===== config.mk =====
export PLATFORM = sky130hd
export DESIGN_NAME = snake_head_ctrl
export DESIGN_NICKNAME = d
export VERILOG_FILES = /design/src/rtl/snake_head_ctrl.sv
export SDC_FILE = /design/constraint.sdc
export NUM_CORES = 1
export LEC_CHECK = 0
export ABC_CLOCK_PERIOD_IN_PS = 5800
export CAP_MARGIN = 20
export CELL_PAD_IN_SITES_DETAIL_PLACEMENT = 0
export CELL_PAD_IN_SITES_GLOBAL_PLACEMENT = 1
export CORE_MARGIN = 2
export CORE_UTILIZATION = 30
export CTS_CLUSTER_DIAMETER = 120
export DETAILED_ROUTE_END_ITERATION = 8
export GPL_ROUTABILITY_DRIVEN = 0
export HOLD_SLACK_MARGIN = 0.03
export PLACE_DENSITY = 0.66
export RECOVER_POWER = 25
export SYNTH_ARGS = -nofsm -noshare
export SYNTH_HDL_FRONTEND = slang
export SYNTH_SLANG_ARGS = --single-unit

===== constraint.sdc =====
create_clock -name clk -period 5.8 [get_ports clk]
set_clock_uncertainty 0.2 [all_clocks]
set_input_delay 1.74 -clock clk [delete_from_list [all_inputs] [get_ports clk]]
set_output_delay 1.74 -clock clk [all_outputs]
set_load 0.02 [all_outputs]

===== src/rtl/snake_head_ctrl.sv =====
// Snake head sequencer: draw, wait for frame tick, erase, wall check, step, redraw on a 160x120 grid.
// Define SNAKE_WRAP_EN to wrap the head across screen edges instead of ending the game at a wall.
module snake_head_ctrl #(
  parameter logic [7:0] X_START = 8'd80,
  parameter logic [6:0] Y_START = 7'd60,
  parameter logic [2:0] COLOUR  = 3'b010
) (
  input  logic       clk,
  input  logic       resetn,
  input  logic       start,
  input  logic       tick,
  input  logic [1:0] dir_in,
  input  logic       dir_valid,
  input  logic       plot_ack,
  output logic [7:0] x,
  output logic [6:0] y,
  output logic [2:0] colour,
  output logic       plot_req,
  output logic [1:0] dir,
  output logic       game_over
);

  localparam logic [7:0] X_MAX   = 8'd159;
  localparam logic [6:0] Y_MAX   = 7'd119;
  localparam logic [1:0] D_LEFT  = 2'd0;
  localparam logic [1:0] D_RIGHT = 2'd1;
  localparam logic [1:0] D_UP    = 2'd2;

  typedef enum logic [2:0] {
    S_IDLE,
    S_DRAW,
    S_WAIT,
    S_ERASE,
    S_CHECK,
    S_STEP,
    S_DEAD
  } state_t;

  state_t     state_q;
  logic [7:0] x_q;
  logic [6:0] y_q;
  logic [2:0] colour_q;
  logic       plot_req_q;
  logic [1:0] dir_q;
  logic [1:0] pend_q;
  logic       game_over_q;

  logic [1:0] pend_d;
  logic       dir_live;
  logic       reversal;
  logic       wall_hit;
  logic       collide;
  logic [7:0] x_step;
  logic [6:0] y_step;
  logic [7:0] x_next;
  logic [6:0] y_next;

  // Requests are judged against the committed direction; a same-cycle request
  // on the commit edge still counts as "before commit".
  always_comb begin
    dir_live = (state_q == S_DRAW) || (state_q == S_WAIT) || (state_q == S_ERASE) ||
               (state_q == S_CHECK) || (state_q == S_STEP);
    reversal = (dir_in[1] == dir_q[1]) && (dir_in[0] != dir_q[0]);
    pend_d   = pend_q;
    if (dir_live && dir_valid && !reversal) begin
      pend_d = dir_in;
    end
  end

  always_comb begin
    wall_hit = 1'b0;
    x_step   = x_q;
    y_step   = y_q;
    case (dir_q)
      D_LEFT:  begin wall_hit = (x_q == 8'd0);  x_step = x_q - 8'd1; end
      D_RIGHT: begin wall_hit = (x_q == X_MAX); x_step = x_q + 8'd1; end
      D_UP:    begin wall_hit = (y_q == 7'd0);  y_step = y_q - 7'd1; end
      default: begin wall_hit = (y_q == Y_MAX); y_step = y_q + 7'd1; end
    endcase
  end

`ifdef SNAKE_WRAP_EN
  always_comb begin
    x_next = x_step;
    y_next = y_step;
    if (wall_hit) begin
      case (dir_q)
        D_LEFT:  x_next = X_MAX;
        D_RIGHT: x_next = 8'd0;
        D_UP:    y_next = Y_MAX;
        default: y_next = 7'd0;
      endcase
    end
  end
  assign collide = 1'b0;
`else
  assign x_next  = x_step;
  assign y_next  = y_step;
  assign collide = wall_hit;
`endif

  always_ff @(posedge clk) begin
    if (!resetn) begin
      state_q     <= S_IDLE;
      x_q         <= X_START;
      y_q         <= Y_START;
      colour_q    <= 3'b000;
      plot_req_q  <= 1'b0;
      dir_q       <= D_RIGHT;
      pend_q      <= D_RIGHT;
      game_over_q <= 1'b0;
    end else begin
      pend_q <= pend_d;
      case (state_q)
        S_IDLE: begin
          if (start) begin
            state_q    <= S_DRAW;
            plot_req_q <= 1'b1;
            colour_q   <= COLOUR;
          end
        end
        S_DRAW: begin
          if (plot_req_q && plot_ack) begin
            state_q    <= S_WAIT;
            plot_req_q <= 1'b0;
          end
        end
        S_WAIT: begin
          if (tick) begin
            state_q    <= S_ERASE;
            plot_req_q <= 1'b1;
            colour_q   <= 3'b000;
          end
        end
        S_ERASE: begin
          if (plot_req_q && plot_ack) begin
            state_q    <= S_CHECK;
            plot_req_q <= 1'b0;
            dir_q      <= pend_d;
          end
        end
        S_CHECK: begin
          if (collide) begin
            state_q     <= S_DEAD;
            game_over_q <= 1'b1;
          end else begin
            state_q <= S_STEP;
          end
        end
        S_STEP: begin
          x_q        <= x_next;
          y_q        <= y_next;
          state_q    <= S_DRAW;
          plot_req_q <= 1'b1;
          colour_q   <= COLOUR;
        end
        S_DEAD: begin
          if (start) begin
            x_q         <= X_START;
            y_q         <= Y_START;
            dir_q       <= D_RIGHT;
            pend_q      <= D_RIGHT;
            game_over_q <= 1'b0;
            state_q     <= S_DRAW;
            plot_req_q  <= 1'b1;
            colour_q    <= COLOUR;
          end
        end
        default: state_q <= S_IDLE;
      endcase
    end
  end

  assign x         = x_q;
  assign y         = y_q;
  assign colour    = colour_q;
  assign plot_req  = plot_req_q;
  assign dir       = dir_q;
  assign game_over = game_over_q;

endmodule


==> metrics.csv, run 1 <==
stage,metric,value,unit
status,status,"complete, no violations",
power_and_ir_drop,sw frac,24.2,%
cells_and_area,post-route cell area,2270,sq um
global_routing,vias in the first global route,1670,
cells_and_area,synth-to-layout area growth,18.8,%
clocking,Clock Tree Buf Depth,2,
drt,Pre-Repair DR Iteration Count,4,
synth,Most used DFF post-synth,dfxtp_1,
floorplan,starting density of the core,30.6,%
setup_path,Setup crit end kind,register,
timing,headroom to the max-slew limit,35.8,%
clocking,H-tree level count,1,
power_and_ir_drop,NetSw,0.0000769,W
power_and_ir_drop,clock power share,32.2,%
floorplan,DIE WIDTH,83.8,um
placement,I/O Buffers,27,
synth,Syn Inst Count,234,
placement,HPWL after DPL,3540,um
power_and_ir_drop,P_leak,0.849,nW
setup_path,worst endpoint data arrival time,3.70,ns
clocking,clk slew on worst S/H paths,0.09,ns
power_and_ir_drop,Reg power frac,56.7,%
global_routing,largest net degree at the start of global routing,25,
clocking,TritonCTS clock tree,built,
drt,DRC,0,
synth,Mapped Area,1910,sq um
clocking,CTS Buf Count,3,
drt,final WL,4670,um
timing,final setup violation count,0,
synth,number of synthesis warnings,0,
clocking,# hold bufs at CTS,0,
setup_path,CP startpoint kind,input port,
timing,Slew Limit Fails,0,
synth,Syn Area/Cell,8.16,sq um
cells_and_area,Layout Utilization,36.4,%
timing,FMAX,266,MHz
setup_path,worst-path maximum fanout,8,
timing,Final Hold Viols,0,
cells_and_area,post-layout instance count excluding filler cells,332,
floorplan,I/O Pins,30,
setup_path,crit path kind,in2reg,
cells_and_area,final net count,277,
power_and_ir_drop,Cell Pwr Density,140,nW/um^2
clocking,Resized cells post-CTS,0,
cells_and_area,share of cells above drive strength 1,5.88,%
timing,worst hold slack,0.268,ns
cells_and_area,ant diodes,0,
synth,"Seq/Total Area, Yosys",26.2,%
timing,slew of the pin with the lowest slew margin,0.953,ns
floorplan,Die Y,83.8,um
floorplan,core area,6240,sq um
global_routing,GRT overflow,0,
synth,post-synthesis async set-or-reset flop share,0,%
global_routing,GRT Total Usage,13.8,%
drt,Vias,1759,
clocking,Root Buffer,clkbuf_8,
clocking,Skew-Pair Late Insertion Delay,0.26,ns
drt,Final ANT Viol Nets,0,
power_and_ir_drop,internal power,0.000240,W
cells_and_area,most frequent cells in the layout,"25 x dfxtp_1, 22 x clkdlybuf4s50_1, 21 x nand2_1",
global_routing,first-pass GRT wire length,8170,um
drt,1st-iter DRT viols,91,
timing,RSZ-0062 raised after global routing,no,
timing,setup_tns,0,ns
timing,Period minus WS final,3.75,ns
synth,Seq cells post-synth,25,
placement,placed instance area,2230,sq um
job,max-cap violation count,0,
drt,Avg Vias per Cell,5.30,
power_and_ir_drop,Combinational Power Share,11.1,%
setup_path,CP Data Required Time,5.75,ns
placement,Cells after DPL,328,
power_and_ir_drop,peak supply drop,80.2,uV
global_routing,initial antenna violation count,0,
clocking,post-CTS setup buffers,0,
floorplan,Site Rows,29,
synth,number of synthesized flops with an enable pin,0,
floorplan,die area,7020,sq um
cells_and_area,"leading cell type in the layout, fill and taps excluded",dfxtp_1,
timing,Final period util,64.7,%
synth,"Distinct cells, synth",65,
min_path,HP Class,reg2reg,
clocking,clk sinks,25,
drt,wire length per cell,14.1,um
final timing paths:
path | startpoint | to | slack, ns | depth (start not counted)
worst min register to register | game_over | game_over | 0.27 | 2
worst min-delay path | game_over | game_over | 0.27 | 2
worst max register to register | dir[0] | y[6] | 3.11 | 8
worst max-delay path | start | x[6] | 2.05 | 5
critical path: stages:
cell	delay (ns)
dlygate4sd3_1	0.65
and2_0	0.23
o21ai_0	0.77
and3b_1	0.26
a311oi_1	0.05
per-layer routing:
layer  vias up  global-route usage (%)  wire length [um]
li1        907                       -                 -
met1       831                    20.7              2400
met2        19                    21.3              2160
met3         2                    1.09                83
met4         0                    3.37                30
met5         -                       0                 0
power groups by stage:
stage,clock [W],combinational (W),sequential (W)
3_5_place_dp,0,0.0000360,0.000184
6_report,0.000102,0.0000351,0.000180
3_3_place_gp,0,0.0000359,0.000184
4_1_cts,0.000108,0.0000363,0.000180
5_1_grt,0.000113,0.0000392,0.000181
2_1_floorplan,0,0.0000249,0.000183
area by class of cell:
cell class / instances / area, sq um
tap: 77 / 96.3
multi-input combinational: 190 / 1320
timing repair buffer: 28 / 278
clock buffer: 4 / 45.0
inverter: 8 / 30.0
sequential: 25 / 500
fill: 654 / 3970
flip-flops by register name, summed over array words and instances, names as in the netlist, named ones only:
| register | flops |
|---|---|
| x | 8 |
| state_q | 3 |
| dir | 2 |
| pend_q | 1 |
| colour | 1 |
| plot_req | 1 |
| game_over | 1 |
| y | 7 |
cell usage after synthesis, types with 3 or more instances:
cell,n,area (sq um)
dfxtp_1,25,500
nand2_1,21,78.8
nor2_1,14,52.6
o21ai_0,12,60.1
a21oi_1,11,55.1
ha_1,11,138
nor2b_1,9,56.3
nand3_1,8,40.0
a211oi_1,6,45.0
inv_1,6,22.5
o21ai_1,6,30.0
buf_2,5,25.0
clkbuf_1,5,18.8
o21a_1,5,37.5
and2_1,4,25.0
mux2i_1,4,40.0
nand2b_1,4,25.0
nand3b_1,4,30.0
nor3b_1,4,30.0
nor4_1,4,25.0
o22ai_1,4,25.0
xnor2_1,4,35.0
a21o_1,3,22.5
xor2_1,3,26.3
cells by family after synthesis:
group / synth area share (%)
AOI/OAI and AO/OA: 25.6
xor gates and xnor gates: 3.21
adders and majority gates: 9.30
buffers and inverters: 4.65
DFF: 26.2
muxes: 2.69
other: 0.196
and+or+nand+nor: 28.2
metrics by stage:
stage	setup WS, ns	total power [W]
floorplan	2.88	0.000208
finish	2.05	0.000317
detailed placement	2.13	0.000220
CTS	2.27	0.000324
global route	1.92	0.000333
global placement	2.22	0.000220
(Power assumes the default switching activity.)
==> run 2: changes to the inputs <==
Settings changed: ABC_CLOCK_PERIOD_IN_PS 5800 to 3550.
Clock period 5.8 ns to 3.55 ns, I/O delays scaled along.
==> metrics.csv, run 2 (synthesized netlist as in run 1, its figures left out) <==
stage,metric,value,unit,change
status,status,"complete, no violations",,
job,max-cap violation count,0,,unchanged
timing,Period minus WS final,2.98,ns,
timing,Final period util,83.9,%,
cells_and_area,post-layout instance count excluding filler cells,332,,unchanged
power_and_ir_drop,Cell Pwr Density,232,nW/um^2,+66%
timing,worst hold slack,0.269,ns,+0.00101 ns
cells_and_area,Layout Utilization,36.4,%,about the same
cells_and_area,final net count,277,,unchanged
drt,DRC,0,,unchanged
setup_path,worst endpoint data arrival time,2.92,ns,-0.78 ns
floorplan,core area,6240,sq um,unchanged
floorplan,I/O Pins,30,,unchanged
clocking,# hold bufs at CTS,0,,unchanged
global_routing,vias in the first global route,1600,,-4.2%
power_and_ir_drop,peak supply drop,145,uV,+81%
setup_path,CP startpoint kind,input port,,
setup_path,CP Data Required Time,3.50,ns,-2.25 ns
cells_and_area,post-route cell area,2270,sq um,about the same
floorplan,Site Rows,29,,unchanged
drt,Avg Vias per Cell,5.21,,-1.7%
clocking,clk slew on worst S/H paths,0.09,ns,about the same
clocking,Resized cells post-CTS,0,,unchanged
drt,wire length per cell,14.1,um,-0.15%
timing,setup_tns,0,ns,unchanged
drt,Pre-Repair DR Iteration Count,4,,unchanged
cells_and_area,ant diodes,0,,unchanged
setup_path,crit path kind,in2reg,,
floorplan,starting density of the core,30.6,%,unchanged
min_path,worst hold start,game_over,,
setup_path,RR Endpoint,y[6],,
timing,headroom to the max-slew limit,42.0,%,+6.1 points
clocking,CTS Buf Count,3,,unchanged
power_and_ir_drop,P_leak,0.851,nW,+0.26%
timing,slew of the pin with the lowest slew margin,0.862,ns,-0.0912 ns
cells_and_area,most frequent cells in the layout,"25 x dfxtp_1, 24 x clkdlybuf4s50_1, 21 x nand2_1",,
floorplan,Die Y,83.8,um,unchanged
timing,Final Hold Viols,0,,unchanged
cells_and_area,synth-to-layout area growth,18.9,%,about the same
setup_path,RR Startpoint,dir[0],,
timing,final setup violation count,0,,unchanged
cells_and_area,share of cells above drive strength 1,6.27,%,+0.39 points
floorplan,die area,7020,sq um,unchanged
min_path,hold depth,2,,unchanged
drt,Final ANT Viol Nets,0,,unchanged
timing,Slew Limit Fails,0,,unchanged
clocking,clk sinks,25,,unchanged
placement,placed instance area,2230,sq um,unchanged
placement,Cells after DPL,328,,unchanged
drt,1st-iter DRT viols,58,,-36%
placement,HPWL after DPL,3450,um,-2.6%
timing,RSZ-0062 raised after global routing,no,,
global_routing,GRT Total Usage,13.6,%,-0.20 points
clocking,H-tree level count,1,,unchanged
global_routing,GRT overflow,0,,unchanged
global_routing,largest net degree at the start of global routing,37,,+48%
placement,I/O Buffers,27,,unchanged
timing,FMAX,336,MHz,
setup_path,Setup crit end kind,register,,
drt,Vias,1729,,-1.7%
clocking,Clock Tree Buf Depth,2,,unchanged
cells_and_area,"leading cell type in the layout, fill and taps excluded",dfxtp_1,,
min_path,HP Class,reg2reg,,
cells_and_area,Filler Cells Inserted,692,,+5.8%
clocking,Skew-Pair Late Insertion Delay,0.27,ns,about the same
setup_path,reg2reg path depth,8,,unchanged
clocking,TritonCTS clock tree,built,,
global_routing,first-pass GRT wire length,8040,um,-1.6%
clocking,Root Buffer,clkbuf_8,,
cells_and_area,max reg flops,8,,unchanged
setup_path,worst-path maximum fanout,8,,unchanged
floorplan,DIE WIDTH,83.8,um,unchanged
global_routing,initial antenna violation count,0,,unchanged
min_path,Worst Hold End,game_over,,
setup_path,FF-to-FF setup slack,0.92,ns,-2.19 ns
clocking,post-CTS setup buffers,0,,unchanged
drt,final WL,4670,um,-0.15%
## run 2: layout make-up
cell class                 instances  area [sq um]  area share (%)
tap                               77          96.3            4.24
sequential                        25           500            22.0
multi-input combinational        190          1320            58.1
timing repair buffer              28           278            12.2
clock buffer                       3          41.3            1.82
clock inverter                     1          5.00           0.220
inverter                           8          30.0            1.32
## run 2: routing by layer
layer | vias to the layer above | track usage (%) | share of wire (%)
met5 | - | 0 | 0
met3 | 2 | 1.48 | 2.4
met2 | 25 | 20.7 | 43
met1 | 799 | 20.8 | 54
li1 | 903 | - | -
met4 | 0 | 2.64 | 0.64
## run 2: worst max-delay path by stage
stage,startpoint,end,slack (ns),depth (start not counted)
after floorplan,dir[0],y[6],1.13,9
after global placement,start,colour[1],0.72,5
after detailed placement,start,colour[1],0.71,5
after CTS,dir[0],dir[0],0.67,1
after global routing,start,x[6],0.40,5
final,start,x[6],0.57,5
## run 2: stage by stage
stage	worst slack [ns]	power, W
5_1_grt	0.398	0.000551
3_5_place_dp	0.707	0.000360
6_report	0.572	0.000526
4_1_cts	0.670	0.000533
3_3_place_gp	0.721	0.000360
2_1_floorplan	1.13	0.000340
## run 2: report_power, final
part | leakage [nW] | switching, W | internal (W)
combinational | 0.623 | 0.0000299 | 0.0000284
sequential | 0.203 | 0.00000901 | 0.000285
clock | 0.0255 | 0.0000951 | 0.0000786
## run 2: worst max-delay path, stage by stage
cell           delay (ns)
dlygate4sd3_1        0.64
and2_0               0.21
o21ai_0              0.70
and3b_1              0.26
a311oi_1             0.05
==> run 3: changes to the inputs <==
Settings changed: ABC_CLOCK_PERIOD_IN_PS 3550 to 2930.
Clock period 3.55 ns to 2.93 ns, I/O delays scaled along.
==> metrics.csv, run 3 (synthesized netlist as in run 1, its figures left out) <==
stage,metric,value,unit,change
status,status,"complete, no violations",,
drt,Vias,1754,,+1.4%
floorplan,Die Y,83.8,um,unchanged
clocking,H-tree level count,1,,unchanged
floorplan,die area,7020,sq um,unchanged
clocking,Skew-Pair Late Insertion Delay,0.27,ns,about the same
power_and_ir_drop,Final Total Pwr,0.000643,W,+22%
cells_and_area,ant diodes,0,,unchanged
drt,1st-iter DRT viols,72,,+24%
cells_and_area,most frequent cells in the layout,"25 x dfxtp_1, 23 x clkdlybuf4s50_1, 21 x nand2_1",,
min_path,HP Class,reg2reg,,
floorplan,core area,6240,sq um,unchanged
floorplan,I/O Pins,30,,unchanged
clocking,CTS Buf Count,3,,unchanged
placement,Cells after DPL,330,,+0.61%
setup_path,CP Data Required Time,1.85,ns,-1.65 ns
global_routing,largest net degree at the start of global routing,37,,unchanged
clocking,post-CTS setup buffers,0,,unchanged
clocking,clk sinks,25,,unchanged
global_routing,GRT overflow,0,,unchanged
setup_path,worst endpoint data arrival time,1.60,ns,-1.32 ns
setup_path,Setup crit end kind,primary output,,
power_and_ir_drop,Cell Pwr Density,281,nW/um^2,+21%
cells_and_area,max reg flops,8,,unchanged
drt,Pre-Repair DR Iteration Count,4,,unchanged
placement,HPWL after DPL,3450,um,about the same
timing,final setup violation count,0,,unchanged
clocking,TritonCTS clock tree,built,,
floorplan,Site Rows,29,,unchanged
power_and_ir_drop,P_leak,0.859,nW,+1.0%
clocking,Clock Tree Buf Depth,2,,unchanged
setup_path,CP startpoint kind,register,,
floorplan,starting density of the core,30.6,%,unchanged
timing,RSZ-0062 raised after global routing,no,,
job,max-cap violation count,0,,unchanged
placement,Placement Setup Slack,0.280,ns,-0.427 ns
timing,slew of the pin with the lowest slew margin,0.615,ns,-0.247 ns
placement,I/O Buffers,27,,unchanged
setup_path,worst-path maximum fanout,8,,unchanged
cells_and_area,final net count,279,,+0.72%
timing,setup slack after layout,0.253,ns,-0.320 ns
setup_path,crit path kind,reg2out,,
cells_and_area,"leading cell type in the layout, fill and taps excluded",dfxtp_1,,
timing,headroom to the max-slew limit,58.7,%,+17 points
clocking,Root Buffer,clkbuf_8,,
clocking,clk slew on worst S/H paths,0.10,ns,about the same
timing,Final period util,91.4,%,
timing,setup_tns,0,ns,unchanged
drt,wire length per cell,14.1,um,+0.42%
timing,FMAX,373,MHz,
drt,DRC,0,,unchanged
global_routing,initial antenna violation count,0,,unchanged
timing,Final Hold Viols,0,,unchanged
power_and_ir_drop,peak supply drop,180,uV,+24%
clocking,# hold bufs at CTS,0,,unchanged
global_routing,vias in the first global route,1563,,-2.3%
timing,Slew Limit Fails,0,,unchanged
global_routing,first-pass GRT wire length,7900,um,-1.7%
clocking,Resized cells post-CTS,0,,unchanged
global_routing,GRT Total Usage,13.6,%,+0.044 points
drt,final WL,4710,um,+1.0%
floorplan,DIE WIDTH,83.8,um,unchanged
drt,Avg Vias per Cell,5.25,,+0.84%
cells_and_area,share of cells above drive strength 1,6.61,%,+0.34 points
timing,Period minus WS final,2.68,ns,
drt,Final ANT Viol Nets,0,,unchanged
cells_and_area,synth-to-layout area growth,19.8,%,
cells_and_area,post-layout instance count excluding filler cells,334,,+0.60%
## run 3: layout make-up
type / count / area, sq um
clock buffers: 3 / 41.3
clock inverters: 1 / 7.51
fillers: 654 / 3950
inverters: 8 / 30.0
multi-input cells: 190 / 1310
flip-flops and latches: 25 / 500
well taps: 77 / 96.3
repair buffers: 30 / 305
## run 3: metrics by stage
stage	instance area, sq um	hold slack (ns)	util [%]
after CTS	2310	0.268	36.9
after global placement	2260	0.251	36.2
final	2290	0.260	36.7
after detailed placement	2260	0.253	36.2
after floorplan	1910	0.300	-
after global routing	2290	0.284	36.7
## run 3: routing by layer
metal	wire length (um)	global-route usage [%]	vias to the layer above
li1	-	-	910
met1	2480	20.1	809
met3	131	2.67	2
met4	39	3.08	0
met5	0	0	-
met2	2060	20.5	33
## run 3: path summary, 6_finish.rpt
kind | from | to | slack (ns) | cells after the start
hold reg to reg | game_over | game_over | 0.26 | 2
setup reg to reg | dir[1] | y[6] | 0.46 | 8
setup / recovery | dir[1] | dir[1] | 0.25 | 2
hold / removal | game_over | game_over | 0.26 | 2
## run 3: critical path, stage by stage (launching register included)
cell and delay [ns]:
dfxtp_1 0.53, buf_4 0.20, clkdlybuf4s50_1 0.60
## run 3: power breakdown
group / switching (W) / leakage [nW] / internal [W]
Sequential: 0.0000109 / 0.203 / 0.000345
Clock: 0.000120 / 0.0217 / 0.0000965
Combinational: 0.0000354 / 0.635 / 0.0000352
